==> src/rtl/otp_pad_arbiter.sv <==
// Arbitrates encrypt/decrypt requesters onto an 8-slot one-time-pad register file.
// Each accepted op runs IDLE -> ACCESS -> RESP; outputs are registered, and enc stalls while every slot is used.
module otp_pad_arbiter (
  input  logic       clk,
  input  logic       rst,
  input  logic       enc_req,
  output logic       enc_gnt,
  input  logic       dec_req,
  input  logic [2:0] dec_idx,
  output logic       dec_gnt,
  output logic       rf_we,
  output logic [2:0] rf_wa,
  output logic [2:0] rf_ra,
  output logic       prng_adv,
  output logic       out_valid,
  output logic [2:0] out_slot,
  output logic       out_mode,
  output logic       dec_err,
  output logic       full,
  output logic       empty,
  output logic [3:0] used_cnt
);

  typedef enum logic [1:0] {S_IDLE, S_ACCESS, S_RESP} state_t;

  state_t     state_q;
  logic       op_q;          // 0 = encrypt, 1 = decrypt
  logic [2:0] slot_q;
  logic       last_dec_q;
  logic [7:0] slot_valid_q, slot_valid_d;
  logic [3:0] used_cnt_q, cnt_d;
  logic       full_q, empty_q;
  logic       enc_gnt_q, dec_gnt_q, rf_we_q, prng_adv_q;
  logic [2:0] rf_wa_q, rf_ra_q;
  logic       out_valid_q, out_mode_q, dec_err_q;
  logic [2:0] out_slot_q;

  logic       enc_elig, dec_elig, pick_enc, found;
  logic [2:0] free_slot;

  always_comb begin
    free_slot = 3'd0;
    found     = 1'b0;
    for (int i = 0; i < 8; i++) begin
      if (!found && !slot_valid_q[i]) begin
        free_slot = 3'(i);
        found     = 1'b1;
      end
    end

    enc_elig = enc_req & ~full_q;
    dec_elig = dec_req;
    // Round-robin: enc wins a tie only if dec won the previous accept
    pick_enc = enc_elig & (~dec_elig | last_dec_q);

    slot_valid_d = slot_valid_q;
    if (state_q == S_ACCESS) begin
      slot_valid_d[slot_q] = ~op_q;
    end

    cnt_d = 4'd0;
    for (int i = 0; i < 8; i++) begin
      cnt_d = cnt_d + {3'd0, slot_valid_d[i]};
    end
  end

  always_ff @(posedge clk or posedge rst) begin
    if (rst) begin
      state_q      <= S_IDLE;
      op_q         <= 1'b0;
      slot_q       <= 3'd0;
      last_dec_q   <= 1'b1;
      slot_valid_q <= 8'd0;
      used_cnt_q   <= 4'd0;
      full_q       <= 1'b0;
      empty_q      <= 1'b1;
      enc_gnt_q    <= 1'b0;
      dec_gnt_q    <= 1'b0;
      rf_we_q      <= 1'b0;
      rf_wa_q      <= 3'd0;
      rf_ra_q      <= 3'd0;
      prng_adv_q   <= 1'b0;
      out_valid_q  <= 1'b0;
      out_slot_q   <= 3'd0;
      out_mode_q   <= 1'b0;
      dec_err_q    <= 1'b0;
    end else begin
      slot_valid_q <= slot_valid_d;
      used_cnt_q   <= cnt_d;
      full_q       <= (cnt_d == 4'd8);
      empty_q      <= (cnt_d == 4'd0);

      enc_gnt_q    <= 1'b0;
      dec_gnt_q    <= 1'b0;
      rf_we_q      <= 1'b0;
      rf_wa_q      <= 3'd0;
      rf_ra_q      <= 3'd0;
      prng_adv_q   <= 1'b0;
      out_valid_q  <= 1'b0;
      out_slot_q   <= 3'd0;
      out_mode_q   <= 1'b0;
      dec_err_q    <= 1'b0;

      case (state_q)
        S_IDLE: begin
          if (enc_elig || dec_elig) begin
            state_q    <= S_ACCESS;
            op_q       <= ~pick_enc;
            slot_q     <= pick_enc ? free_slot : dec_idx;
            last_dec_q <= ~pick_enc;
            enc_gnt_q  <= pick_enc;
            dec_gnt_q  <= ~pick_enc;
            rf_we_q    <= pick_enc;
            prng_adv_q <= pick_enc;
            rf_wa_q    <= pick_enc ? free_slot : 3'd0;
            rf_ra_q    <= pick_enc ? 3'd0 : dec_idx;
          end
        end
        S_ACCESS: begin
          state_q     <= S_RESP;
          out_valid_q <= 1'b1;
          out_slot_q  <= slot_q;
          out_mode_q  <= op_q;
          dec_err_q   <= op_q & ~slot_valid_q[slot_q];
        end
        S_RESP: begin
          state_q <= S_IDLE;
        end
        default: begin
          state_q <= S_IDLE;
        end
      endcase
    end
  end

  assign enc_gnt   = enc_gnt_q;
  assign dec_gnt   = dec_gnt_q;
  assign rf_we     = rf_we_q;
  assign rf_wa     = rf_wa_q;
  assign rf_ra     = rf_ra_q;
  assign prng_adv  = prng_adv_q;
  assign out_valid = out_valid_q;
  assign out_slot  = out_slot_q;
  assign out_mode  = out_mode_q;
  assign dec_err   = dec_err_q;
  assign full      = full_q;
  assign empty     = empty_q;
  assign used_cnt  = used_cnt_q;

endmodule
==> config.mk <==
export PLATFORM = sky130hd
export DESIGN_NAME = otp_pad_arbiter
export DESIGN_NICKNAME = d
export VERILOG_FILES = /design/src/rtl/otp_pad_arbiter.sv
export SDC_FILE = /design/constraint.sdc
export NUM_CORES = 1
export LEC_CHECK = 0
export BUFFER_PORTS_ARGS = -buffer_cell sky130_fd_sc_hd__buf_4
export CAP_MARGIN = 30
export CORE_MARGIN = 2
export CORE_UTILIZATION = 55
export CTS_CLUSTER_SIZE = 40
export DETAILED_ROUTE_END_ITERATION = 8
export PLACE_DENSITY = 0.74
export SYNTH_ARGS = -nofsm -noshare
export SYNTH_HDL_FRONTEND = slang
export SYNTH_SLANG_ARGS = --single-unit
==> constraint.sdc <==
create_clock -name clk -period 5.05 [get_ports clk]
set_clock_uncertainty 0.2 [all_clocks]
set_input_delay 0.505 -clock clk [delete_from_list [all_inputs] [get_ports clk]]
set_output_delay 0.505 -clock clk [all_outputs]
set_load 0.02 [all_outputs]
* After elaboration in Yosys (flattened, before gate mapping) *
Cells that the tools add are included.

word-level totals
  logic and storage cells = 99
  output and inout bits = 22
  register bits after elaboration = 35

cells by class
  add/sub/neg operators = 7
  bitwise logic cells = 9
  order comparisons = 2
  muxes and demuxes = 37
  equal/unequal tests = 3
  reductions and logical operators = 25

operators with widths
  cell                  count
  $mux W3               14
  $mux W1               17
  $add A4 B1 Y4         4
  $logic_not A1 Y1      13
  $bwmux W8             1
  $logic_and A1 B1 Y1   8
  $mux W8               1
  $not A1 Y1            5
  $add A3 B1 Y4         1
  $eq A4 B4 Y1 const B  1
  $logic_not A4 Y1      1
  $lt A3 B4 Y1 const B  1
  $pmux W2 S2           1
  $add A2 B1 Y3         1
  $and A1 B1 Y1         3
  $bmux W1 S3           1
  $demux W1 S3          1
  $ge A3 B1 Y1 const B  1
  $add A1 B1 Y2         1
  $eq A2 B1 Y1 const B  1
  $logic_not A2 Y1      1
  $mux W2               1
  $ne A2 B2 Y1 const B  1
  $reduce_and A2 Y1     1
  2 further kinds       2

* Logic depth before layout (Yosys ltp) *
  word-level depth = 24
  mapped depth = 14
  gate-level depth less buffers = 13

* Worst setup path before layout *
Ideal clock, no wire load.

  kind = flip-flop to flip-flop
  start = register state_q[1]
  end = register full_q, in the netlist full
  clock period less this slack = 3.861 ns
  data required time = 4.762 ns
  data arrival time = 3.573 ns
  path buffers = 0
  slack = 1.189 ns
  cell stages (with the launch flop) = 14
  library setup time = 0.088 ns
  cell sequence = dfrtp_1 and2b_4 nand2_4 nor3b_4 mux2i_1 fa_1 fa_1 fa_1 inv_1 ha_1 inv_1 fa_1 nand2b_1 nor3b_1

on the way
  cells in the longest elaborated chain, start to end = 10

RTL lines
  element                     RTL line  RTL
  start: declaration          26        state_t state_q;
  start signal: assignment    69        state_q <= S_IDLE;
  start signal: assignment    107       state_q <= S_ACCESS;
  start signal: assignment    120       state_q <= S_RESP;
  $eq A2 B1 Y1 *              57        if (state_q == S_ACCESS) begin
  $mux W8 *                   57
  $add A1 B1 Y2               63        cnt_d = cnt_d + {3'd0, slot_valid_d[i]};
  $add A2 B1 Y3               63
  $add A3 B1 Y4               63
  $add A4 B1 Y4 (3 in a row)  63
  $add A4 B1 Y4 *             63
  $eq A4 B4 Y1 *              90        full_q <= (cnt_d == 4'd8);
  end signal: assignment      90
  end: declaration            32        logic full_q, empty_q;

Mark *: on every way between the ends. The rest lies on a longest branch, timed or not.
A chain may end at the register's enable or synchronous reset.

* Final worst setup path *
Ends and elaborated chain as after synthesis.

==> results.yml <==
global_route:
  track_usage: 0.193
  grt_pass1_vias: 1022
  grt_overflow: 0
  antenna_found_initial: 0
  grt_max_degree: 36
  grt_pass1_wl_um: 4820
yosys:
  ys.flop_type: "dfrtp_1"
  synth_edf_count: 0
  async_flop_share: 1.00
  synth_area_um2: 1680
  syn_nets: 148
  yosysWarnings: 0
  ys_ff_latch: 35
  ys_seq_area_frac: 0.523
  synth.distinct_cells: 42
  postSynthCellCount: 134
  avgSynthCellArea_um2: 12.5
clocking:
  cts_sinks: 35
  clkLatencyLatePin_ns: 0.33
  cts_buffers: 5
  hold_buffers: 0
  clk_pin_slew_ns: 0.10
  cts_buffer_depth: 2
  cts_resized: 0
  h-tree-depth: 2
  postCtsSetupBuffers: 0
  cts_tree: "yes"
  cts_root_buffer: "clkbuf_4"
timing:
  worstMarginPinSlew_ns: 0.464
  hold_viol_final: 0
  fmax_mhz: 248
  slew_headroom: 0.688
  setup_viol: 0
  slew_viol_final: 0
  rsz0062_at_grt: "no"
  final.setup.tns_ns: 0
  post-route-min-period_ns: 4.03
  min_period_over_period: 0.798
drt:
  drt_iter0_drc: 34
  routed_wl_um: 2820
  vias_per_cell: 5.38
  dr_total_vias: 1071
  ant_nets: 0
  post_drt_wl_per_cell_um: 14.2
  drc_errors: 0
  drtPass1Iterations: 4
pwr:
  switching_power_mw: 0.570
  pwr-share-clk: 0.104
  p_comb_frac: 0.515
  power_density_nw_per_um2: 696
  internal_power_mw: 0.774
  power_mw: 1.34
  seqPwrFrac: 0.381
  vdd_drop_max_mv: 0.641
  switching_share: 0.424
  p_leak_nw: 1.00
run:
  cap_violations: 0
critical_path:
  criticalPathCategory: "reg2reg"
  required_ns: 5.10
  end_kind: "flip-flop"
  startpoint_type: "flip-flop"
  crit_fanout: 6
  cp.arrival_ns: 4.08
floorplanning:
  die_height_um: 59.3
  dieArea_um2: 3510
  initial_core_util: 0.564
  io-pin-count: 29
  fp.coreArea_um2: 2980
  fp.dieW_um: 59.3
  row_count: 20
placed_design:
  hpwlAfterDp_um: 2110
  numPortBuffers: 28
  place_congestion: 0.861
final_layout:
  n_antenna_cell: 0
  drive_above_1_share: 0.301
  syn_to_final_growth_pct: 15.1
  layout.nets: 179
status:
  status: "finished clean"
worst_hold_path:
  min_path_type: "in2async"
layout make-up:
class                      count  area, µm²
sequential                    35        878
inverter                      14       52.6
tap                           33       41.3
multi-input combinational     80        692
fill                         251       1050
clock inverter                 1       5.00
clock buffer                   7       45.0
timing repair buffer          29        218
worst paths after layout:
check | start | end | slack [ns] | cells after the start
hold / removal | rst | dec_gnt$_DFF_PP0_ | 0.06 | 3
hold reg to reg | last_dec_q$_DFFE_PP1P_ | last_dec_q$_DFFE_PP1P_ | 0.35 | 1
min in group clk | dec_idx[1] | rf_ra[1]$_DFF_PP0_ | 0.19 | 2
setup / recovery | state_q[1]$_DFFE_PP0P_ | full$_DFF_PP0_ | 1.02 | 13
setup reg to reg | state_q[1]$_DFFE_PP0P_ | full$_DFF_PP0_ | 1.02 | 13
max in group asynchronous | rst | empty$_DFF_PP1_ | 4.24 | 3
critical path, stage by stage, from the launching register on:
cell      delay, ns
dfrtp_1        0.45
and2b_4        0.32
nand2_4        0.09
nor3b_4        0.23
mux2i_1        0.26
fa_1           0.46
fa_1           0.51
fa_1           0.41
inv_1          0.07
ha_1           0.15
inv_1          0.05
fa_1           0.50
nand2b_1       0.08
nor3b_1        0.18
synth_stat cells (2+ instances only):
cell type / instances / area (µm²)
nand3b_1: 2 / 15.0
and2_2: 3 / 22.5
fa_1: 4 / 80.1
and3_1: 3 / 18.8
o21ai_0: 3 / 15.0
nand2b_1: 3 / 18.8
a21o_1: 4 / 30.0
a211o_1: 2 / 17.5
clkbuf_8: 3 / 41.3
o21ai_1: 2 / 10.0
mux2_1: 2 / 22.5
mux4_2: 2 / 45.0
nand2_1: 6 / 22.5
inv_1: 14 / 52.6
mux2i_1: 4 / 40.0
buf_4: 2 / 15.0
dfrtp_1: 33 / 826
dfstp_2: 2 / 52.6
nor2_1: 6 / 22.5
nor3b_4: 2 / 37.5
a21oi_1: 5 / 25.0
ha_1: 3 / 37.5
and2_1: 4 / 25.0
o21a_1: 2 / 15.0
power groups by stage:
stage	Clock, mW	Sequential, mW	Combinational (mW)
final	0.140	0.512	0.692
after global routing	0.161	0.529	0.798
after CTS	0.146	0.511	0.706
after detailed placement	0	0.516	0.700
after global placement	0	0.510	0.679
after floorplan	0	0.517	0.523
per-stage QoR:
step | util | instances | setup WS [ns] | area (µm²) | hold slack (ns)
after floorplan | - | 134 | 1.19 | 1680 | 0.282
after global placement | 0.632 | 191 | 1.05 | 1880 | 0.325
after detailed placement | 0.632 | 191 | 0.992 | 1880 | 0.333
after CTS | 0.649 | 199 | 0.968 | 1930 | 0.0641
after global routing | 0.649 | 199 | 0.756 | 1930 | 0.0920
final | 0.649 | 199 | 1.02 | 1930 | 0.0648
registers in the layout, indices dropped and copies added, names as in the netlist:
register	count
rf_ra	3
rf_wa	3
slot_q	3
out_mode	1
used_cnt	4
out_valid	1
slot_valid_q	8
last_dec_q	1
empty	1
dec_gnt	1
dec_err	1
out_slot	3
op_q	1
state_q	2
full	1
prng_adv	1
placed cells by master (no fill, tap or decap), types with 4 or more instances in the layout:
master / Yosys / layout
clkbuf_4: 0 / 5
and2_1: 4 / 4
inv_1: 14 / 14
fa_1: 4 / 4
a21o_1: 4 / 4
a21oi_1: 5 / 5
mux2i_1: 4 / 4
nor2_1: 6 / 6
buf_4: 2 / 29
dfrtp_1: 33 / 33
nand2_1: 6 / 6
cells by family (layout without fill, tap and decap cells):
kind of cell             Yosys count  after routing  share of synthesized area
buffers and inverters             19             51                     0.0648
multiplexers                       8              8                     0.0641
flip-flops                        35             35                      0.523
XOR/XNOR                           1              1                    0.00522
AO/OA/AOI/OAI                     25             25                      0.111
adder cells (fa/ha/maj)            7              7                     0.0700
AND/OR/NAND/NOR                   39             39                      0.162
per-layer routing:
metal,track usage,vias to the layer above,share of wire
met5,0,-,0
met4,0.104,0,0.014
met3,0.0459,4,0.061
met2,0.292,40,0.49
met1,0.255,509,0.43
li1,-,518,-
Note: power is estimated with default switching activity, not from simulation.
